==> src/rtl/line_buffer_ctrl_pkg.sv <==
// Shared definitions for the line-buffer controller: FSM encoding, default
// geometry and the address-width helper.
package line_buffer_ctrl_pkg;

  typedef enum logic [1:0] {
    ST_IDLE   = 2'd0,
    ST_FILL   = 2'd1,
    ST_STREAM = 2'd2
  } lb_state_e;

  // Address width for a given edge; floor of 1 bit keeps tiny images legal.
  function automatic int lb_log2(input int n);
    return (n <= 2) ? 1 : $clog2(n);
  endfunction

  localparam int DEF_FILTER_SIZE = 3;
  localparam int DEF_IMAGE_SIZE  = 28;
  localparam int DEF_ADDR_W      = lb_log2(DEF_IMAGE_SIZE);

endpackage

==> src/rtl/line_buffer_ctrl_wrap_counter.sv <==
// Modulo-MOD counter with enable, synchronous clear (clear wins) and a
// combinational flag marking the terminal count.
module wrap_counter #(
  parameter int MOD = 2,
  parameter int W   = 1
) (
  input  logic         clk_i,
  input  logic         rst_ni,
  input  logic         en_i,
  input  logic         clr_i,
  output logic [W-1:0] cnt_o,
  output logic         wrap_o
);

  localparam logic [W-1:0] LAST = W'(MOD - 1);

  logic [W-1:0] cnt_q, cnt_d;

  assign cnt_o  = cnt_q;
  assign wrap_o = (cnt_q == LAST);

  // Next count: clear, else step and wrap at the terminal value.
  always_comb begin
    cnt_d = cnt_q;
    if (clr_i)     cnt_d = '0;
    else if (en_i) cnt_d = wrap_o ? '0 : cnt_q + W'(1);
  end

  // Count register.
  always_ff @(posedge clk_i or negedge rst_ni) begin
    if (!rst_ni) cnt_q <= '0;
    else         cnt_q <= cnt_d;
  end

endmodule

==> src/rtl/line_buffer_ctrl.sv <==
// Line-buffer controller: tracks pixel position in a square frame, drives the
// external line-buffer RAM addresses/clock enable and flags complete windows.
// Optional feature: define LINE_BUFFER_CTRL_LAST_CHECK_EN to enable the sticky
// in_last consistency flag on err; otherwise err is tied low.
module line_buffer_ctrl
  import line_buffer_ctrl_pkg::*;
#(
  parameter  int FILTER_SIZE = DEF_FILTER_SIZE,
  parameter  int IMAGE_SIZE  = DEF_IMAGE_SIZE,
  localparam int DEPTH       = IMAGE_SIZE - (FILTER_SIZE - 1),
  localparam int AW          = lb_log2(IMAGE_SIZE)
) (
  input  logic          clk,
  input  logic          rst_n,
  input  logic          flush,
  input  logic          in_valid,
  input  logic          in_last,
  output logic          in_ready,
  output logic          out_valid,
  input  logic          out_ready,
  output logic          lb_clk_en,
  output logic [AW-1:0] lb_wr_addr,
  output logic [AW-1:0] lb_rd_addr,
  output logic          frame_done,
  output logic          err
);

  localparam logic [AW-1:0] WIN_START     = AW'(FILTER_SIZE - 1);
  localparam logic [AW-1:0] FILL_LAST_ROW = AW'(FILTER_SIZE - 2);

  logic [AW-1:0] col, row, ptr;
  logic          col_wrap, row_wrap, ptr_wrap;
  logic          accept, frame_end, win_pos, cnt_clr;
  logic          frame_done_q;
  lb_state_e     state_q, state_d;

  // STREAM is exactly the rows at or beyond FILTER_SIZE-1, so the row half of
  // the window test comes from the state rather than a second comparator.
  assign frame_end = col_wrap && row_wrap;
  assign win_pos   = (state_q == ST_STREAM) && (col >= WIN_START);

  // Handshake is fully combinational: the live pixel completes the window.
  assign in_ready  = rst_n && (!win_pos || out_ready);
  assign accept    = in_valid && in_ready && !flush;
  assign out_valid = in_valid && win_pos && !flush;
  assign lb_clk_en = accept;

  // Frame end also clears ptr, since IMAGE_SIZE^2 need not be a DEPTH multiple.
  assign cnt_clr = flush || (accept && frame_end);

  wrap_counter #(.MOD(IMAGE_SIZE), .W(AW)) u_col (
    .clk_i (clk), .rst_ni (rst_n), .en_i (accept), .clr_i (cnt_clr),
    .cnt_o (col), .wrap_o (col_wrap)
  );

  wrap_counter #(.MOD(IMAGE_SIZE), .W(AW)) u_row (
    .clk_i (clk), .rst_ni (rst_n), .en_i (accept && col_wrap), .clr_i (cnt_clr),
    .cnt_o (row), .wrap_o (row_wrap)
  );

  wrap_counter #(.MOD(DEPTH), .W(AW)) u_ptr (
    .clk_i (clk), .rst_ni (rst_n), .en_i (accept), .clr_i (cnt_clr),
    .cnt_o (ptr), .wrap_o (ptr_wrap)
  );

  // Read one ahead of write to hide the RAM's one-cycle read latency.
  assign lb_wr_addr = ptr;
  assign lb_rd_addr = ptr_wrap ? '0 : ptr + AW'(1);

  // Next state: fill rows, stream windows, back to idle at frame end or flush.
  always_comb begin
    state_d = state_q;
    unique case (state_q)
      ST_IDLE:   if (accept) state_d = ST_FILL;
      ST_FILL:   if (accept && col_wrap && (row == FILL_LAST_ROW)) state_d = ST_STREAM;
      ST_STREAM: if (accept && frame_end) state_d = ST_IDLE;
      default:   state_d = ST_IDLE;
    endcase
    if (flush) state_d = ST_IDLE;
  end

  // State register.
  always_ff @(posedge clk or negedge rst_n) begin
    if (!rst_n) state_q <= ST_IDLE;
    else        state_q <= state_d;
  end

  // One-cycle pulse after the final pixel; accept already excludes flush.
  always_ff @(posedge clk or negedge rst_n) begin
    if (!rst_n) frame_done_q <= 1'b0;
    else        frame_done_q <= accept && frame_end;
  end

  assign frame_done = frame_done_q;

`ifdef LINE_BUFFER_CTRL_LAST_CHECK_EN
  logic err_q;

  // Sticky flag: in_last must mark exactly the final pixel; only reset clears.
  always_ff @(posedge clk or negedge rst_n) begin
    if (!rst_n)                               err_q <= 1'b0;
    else if (accept && (in_last != frame_end)) err_q <= 1'b1;
  end

  assign err = err_q;
`else
  logic unused_in_last;
  assign unused_in_last = in_last;
  assign err = 1'b0;
`endif

endmodule

==> config.mk <==
export PLATFORM = sky130hd
export DESIGN_NAME = line_buffer_ctrl
export DESIGN_NICKNAME = d
export VERILOG_FILES = /design/src/rtl/line_buffer_ctrl_pkg.sv /design/src/rtl/line_buffer_ctrl_wrap_counter.sv /design/src/rtl/line_buffer_ctrl.sv
export SDC_FILE = /design/constraint.sdc
export NUM_CORES = 1
export LEC_CHECK = 0
export ABC_AREA = 1
export CORE_ASPECT_RATIO = 0.9
export CORE_MARGIN = 4
export CORE_UTILIZATION = 55
export DETAILED_ROUTE_END_ITERATION = 16
export GPL_ROUTABILITY_DRIVEN = 0
export GPL_TIMING_DRIVEN = 0
export HOLD_SLACK_MARGIN = 0.12
export PLACE_DENSITY = 0.87
export SLEW_MARGIN = 10
export SYNTH_ARGS = -nofsm -noshare
export SYNTH_HDL_FRONTEND = slang
export SYNTH_SLANG_ARGS = --single-unit
==> constraint.sdc <==
create_clock -name clk -period 4.1 [get_ports clk]
set_input_delay 0.82 -clock clk [delete_from_list [all_inputs] [get_ports clk]]
set_output_delay 0.82 -clock clk [all_outputs]
set_load 0.01 [all_outputs]
==> results.json <==
{
  "outcome": "finished, final reports clean",
  "diodes": 0,
  "synth_xor_area_share_pct": 3.68,
  "grt_pass1_wl_um": 4600,
  "ant_nets": 0,
  "worstPathArrival_ns": 2.88,
  "muxShareOfSynthArea_pct": 0,
  "wl_um": 2620,
  "via_per_inst": 5.42,
  "grt_pass1_vias": 1051,
  "worst_pin_slew_ns": 1.04,
  "use_met2_pct": 34.8,
  "register_area_um2": 450,
  "grtUsageMet1_pct": 24.0,
  "cts_root_buffer": "clkbuf_4",
  "num_vias": 1062,
  "cts_tree": "yes",
  "synth.cell_area_um2": 1190,
  "synth-seq-cells": 18,
  "drv_slew": 0,
  "route.detailed.drc": 0,
  "dr.pass1.iters": 4,
  "multi_input_area_um2": 629,
  "cts_buffers": 3,
  "ios": 21,
  "finalCriticalPeriod_ns": 3.70,
  "hold_viol": 0,
  "synth_compound_area_share_pct": 9.78,
  "finalSetupViolCount": 0,
  "critPathMaxFanout": 22,
  "synthCells": 150,
  "fmax_mhz": 270,
  "ir_drop_mv": 0.215,
  "die_y_um": 52.1,
  "start_util_pct": 59.8,
  "synth_fa_ha_area_share_pct": 6.31,
  "fillers": 170,
  "clk_pin_slew_worst_paths_ns": 0.10,
  "cap_violations": 0,
  "clock_latency_ns": 0.29,
  "cts_resized": 0,
  "cts_buffer_depth": 2,
  "coreArea_um2": 1990,
  "end_kind": "output pin",
  "synth_top_family_by_area": "simple AND/OR/NAND/NOR gates",
  "skew_ns": 0.00334,
  "synth.avg_cell_area_um2": 7.93,
  "crit_path_start_kind": "primary input",
  "grt_setup_unrepaired": "no",
  "track_usage_pct": 20.0,
  "fin_crit_sh_pct": 90.2,
  "seq_area_frac_synth_pct": 37.9,
  "final_util_pct": 71.8,
  "syn_to_final_growth_pct": 20.0,
  "holdBufCountCts": 0,
  "use_met3_pct": 4.71,
  "antenna_found_initial": 0,
  "postCtsSetupRepairBufs": 0,
  "drive_gt1_share_pct": 12.3,
  "grt_max_degree": 23,
  "gr-total-overflow": 0,
  "dp_hpwl_um": 1960,
  "wire_per_inst_um": 13.4,
  "portBuffers": 17,
  "min_path_type": "reg -> reg",
  "dieWidth_um": 57.0,
  "yosys_warnings": 0,
  "powerDensity_nw_per_um2": 268,
  "slew-limit-headroom_pct": 30.1,
  "cts.sinks": 18,
  "syn-num-nets": 162,
  "yosys.area_share.simple_pct": 32.8,
  "required_ns": 3.28,
  "fin_nets": 184,
  "top_usage_layer": "met2",
  "htreeDepth": 1,
  "dieArea_um2": 2970,
  "drt_iter0_drc": 30,
  "leakage_nw": 0.651,
  "fin_tns_setup_ns": 0,
  "path_class": "in -> out",
  "num_rows": 15,
  "synth_cell_types": 29
}
-- path summary, 6_finish.rpt --
kind / start / end / slack (ns) / cells after the start
setup / recovery: rst_n / lb_clk_en / 0.40 / 4
hold / removal: u_col.cnt_o[0] / u_col.cnt_o[0] / 0.60 / 3
setup reg to reg: u_row.cnt_o[0] / u_ptr.cnt_o[1] / 2.34 / 8
hold reg to reg: u_col.cnt_o[0] / u_col.cnt_o[0] / 0.60 / 3
max in group asynchronous: rst_n / u_col.cnt_o[2] / 2.39 / 1
min in group asynchronous: rst_n / u_col.cnt_o[0] / 1.09 / 1
-- state kept, by name, indices dropped and copies added, names as in the netlist --
register / cells
u_ptr.cnt_o: 5
u_row.cnt_o: 5
state_q: 2
frame_done: 1
u_col.cnt_o: 5
-- cell families (layout without fill, tap and decap cells) --
logic type,after synthesis,after routing
AO/OA/AOI/OAI,20,20
AND/OR/NAND/NOR,74,74
flip-flops,18,18
adder cells (fa/ha/maj),6,6
buffers and inverters,26,47
other,1,1
XOR/XNOR,5,5
-- cell usage in the layout, fill, tap and decap left out, types with 3 or more instances in the layout --
| cell type | netlist | layout |
|---|---|---|
| a21oi_1 | 8 | 8 |
| clkbuf_4 | 0 | 3 |
| clkdlybuf4s50_1 | 0 | 17 |
| dfrtp_1 | 18 | 18 |
| ha_1 | 6 | 6 |
| inv_1 | 22 | 22 |
| nand2_1 | 29 | 29 |
| nand3_1 | 8 | 8 |
| nand4_1 | 5 | 5 |
| nor2_1 | 17 | 17 |
| nor3_1 | 3 | 3 |
| o21ai_0 | 6 | 6 |
| xor2_1 | 5 | 5 |
-- per-layer routing --
metal | routed length [um] | vias to the layer above
li1 | - | 524
met1 | 1140 | 494
met2 | 1260 | 40
met3 | 183 | 4
met4 | 35 | 0
met5 | 0 | -
-- through the flow --
| stage | setup WS, ns | total power, mW | cell area, um^2 | cells | hold WS, ns |
|---|---|---|---|---|---|
| 2_1_floorplan | 1.92 | 0.250 | 1190 | 150 | 0.524 |
| 3_3_place_gp | 0.374 | 0.274 | 1390 | 192 | 0.574 |
| 3_5_place_dp | 0.342 | 0.278 | 1390 | 192 | 0.578 |
| 4_1_cts | 0.348 | 0.383 | 1430 | 196 | 0.596 |
| 5_1_grt | 0.189 | 0.404 | 1430 | 196 | 0.640 |
| 6_report | 0.401 | 0.382 | 1430 | 196 | 0.599 |
-- synth_stat cells (all sizes together) --
cell type / count / area share (%)
a21oi: 8 / 3.4
and3: 1 / 0.53
buf: 3 / 2.0
conb: 1 / 0.32
dfrtp: 18 / 38
ha: 6 / 6.3
inv: 23 / 7.3
nand2: 31 / 11
nand3: 12 / 8.0
nand4: 6 / 4.4
nor2: 20 / 7.4
nor3: 3 / 1.3
nor3b: 1 / 0.63
o21ai: 9 / 4.4
o21bai: 1 / 0.95
o22ai: 2 / 1.1
xor2: 5 / 3.7
-- critical path: stages --
cell,delay [ns]
clkdlybuf4s50_1,1.16
nand3_4,0.16
nor2_1,0.17
clkdlybuf4s50_1,0.56
-- cell type report --
class,instances,area share (%)
plain buffers,3,1.67
clock buffers,4,2.54
inverters,23,6.05
multi-input cells,106,44.1
flip-flops and latches,18,31.6
well taps,25,2.19
repair buffers,17,11.9
-- report_power, final --
part           internal [mW]  total (mW)  switching [mW]
registers              0.185       0.194         0.00927
logic                 0.0322      0.0801          0.0479
clock network         0.0541       0.108          0.0539
(Power assumes the default switching activity.)
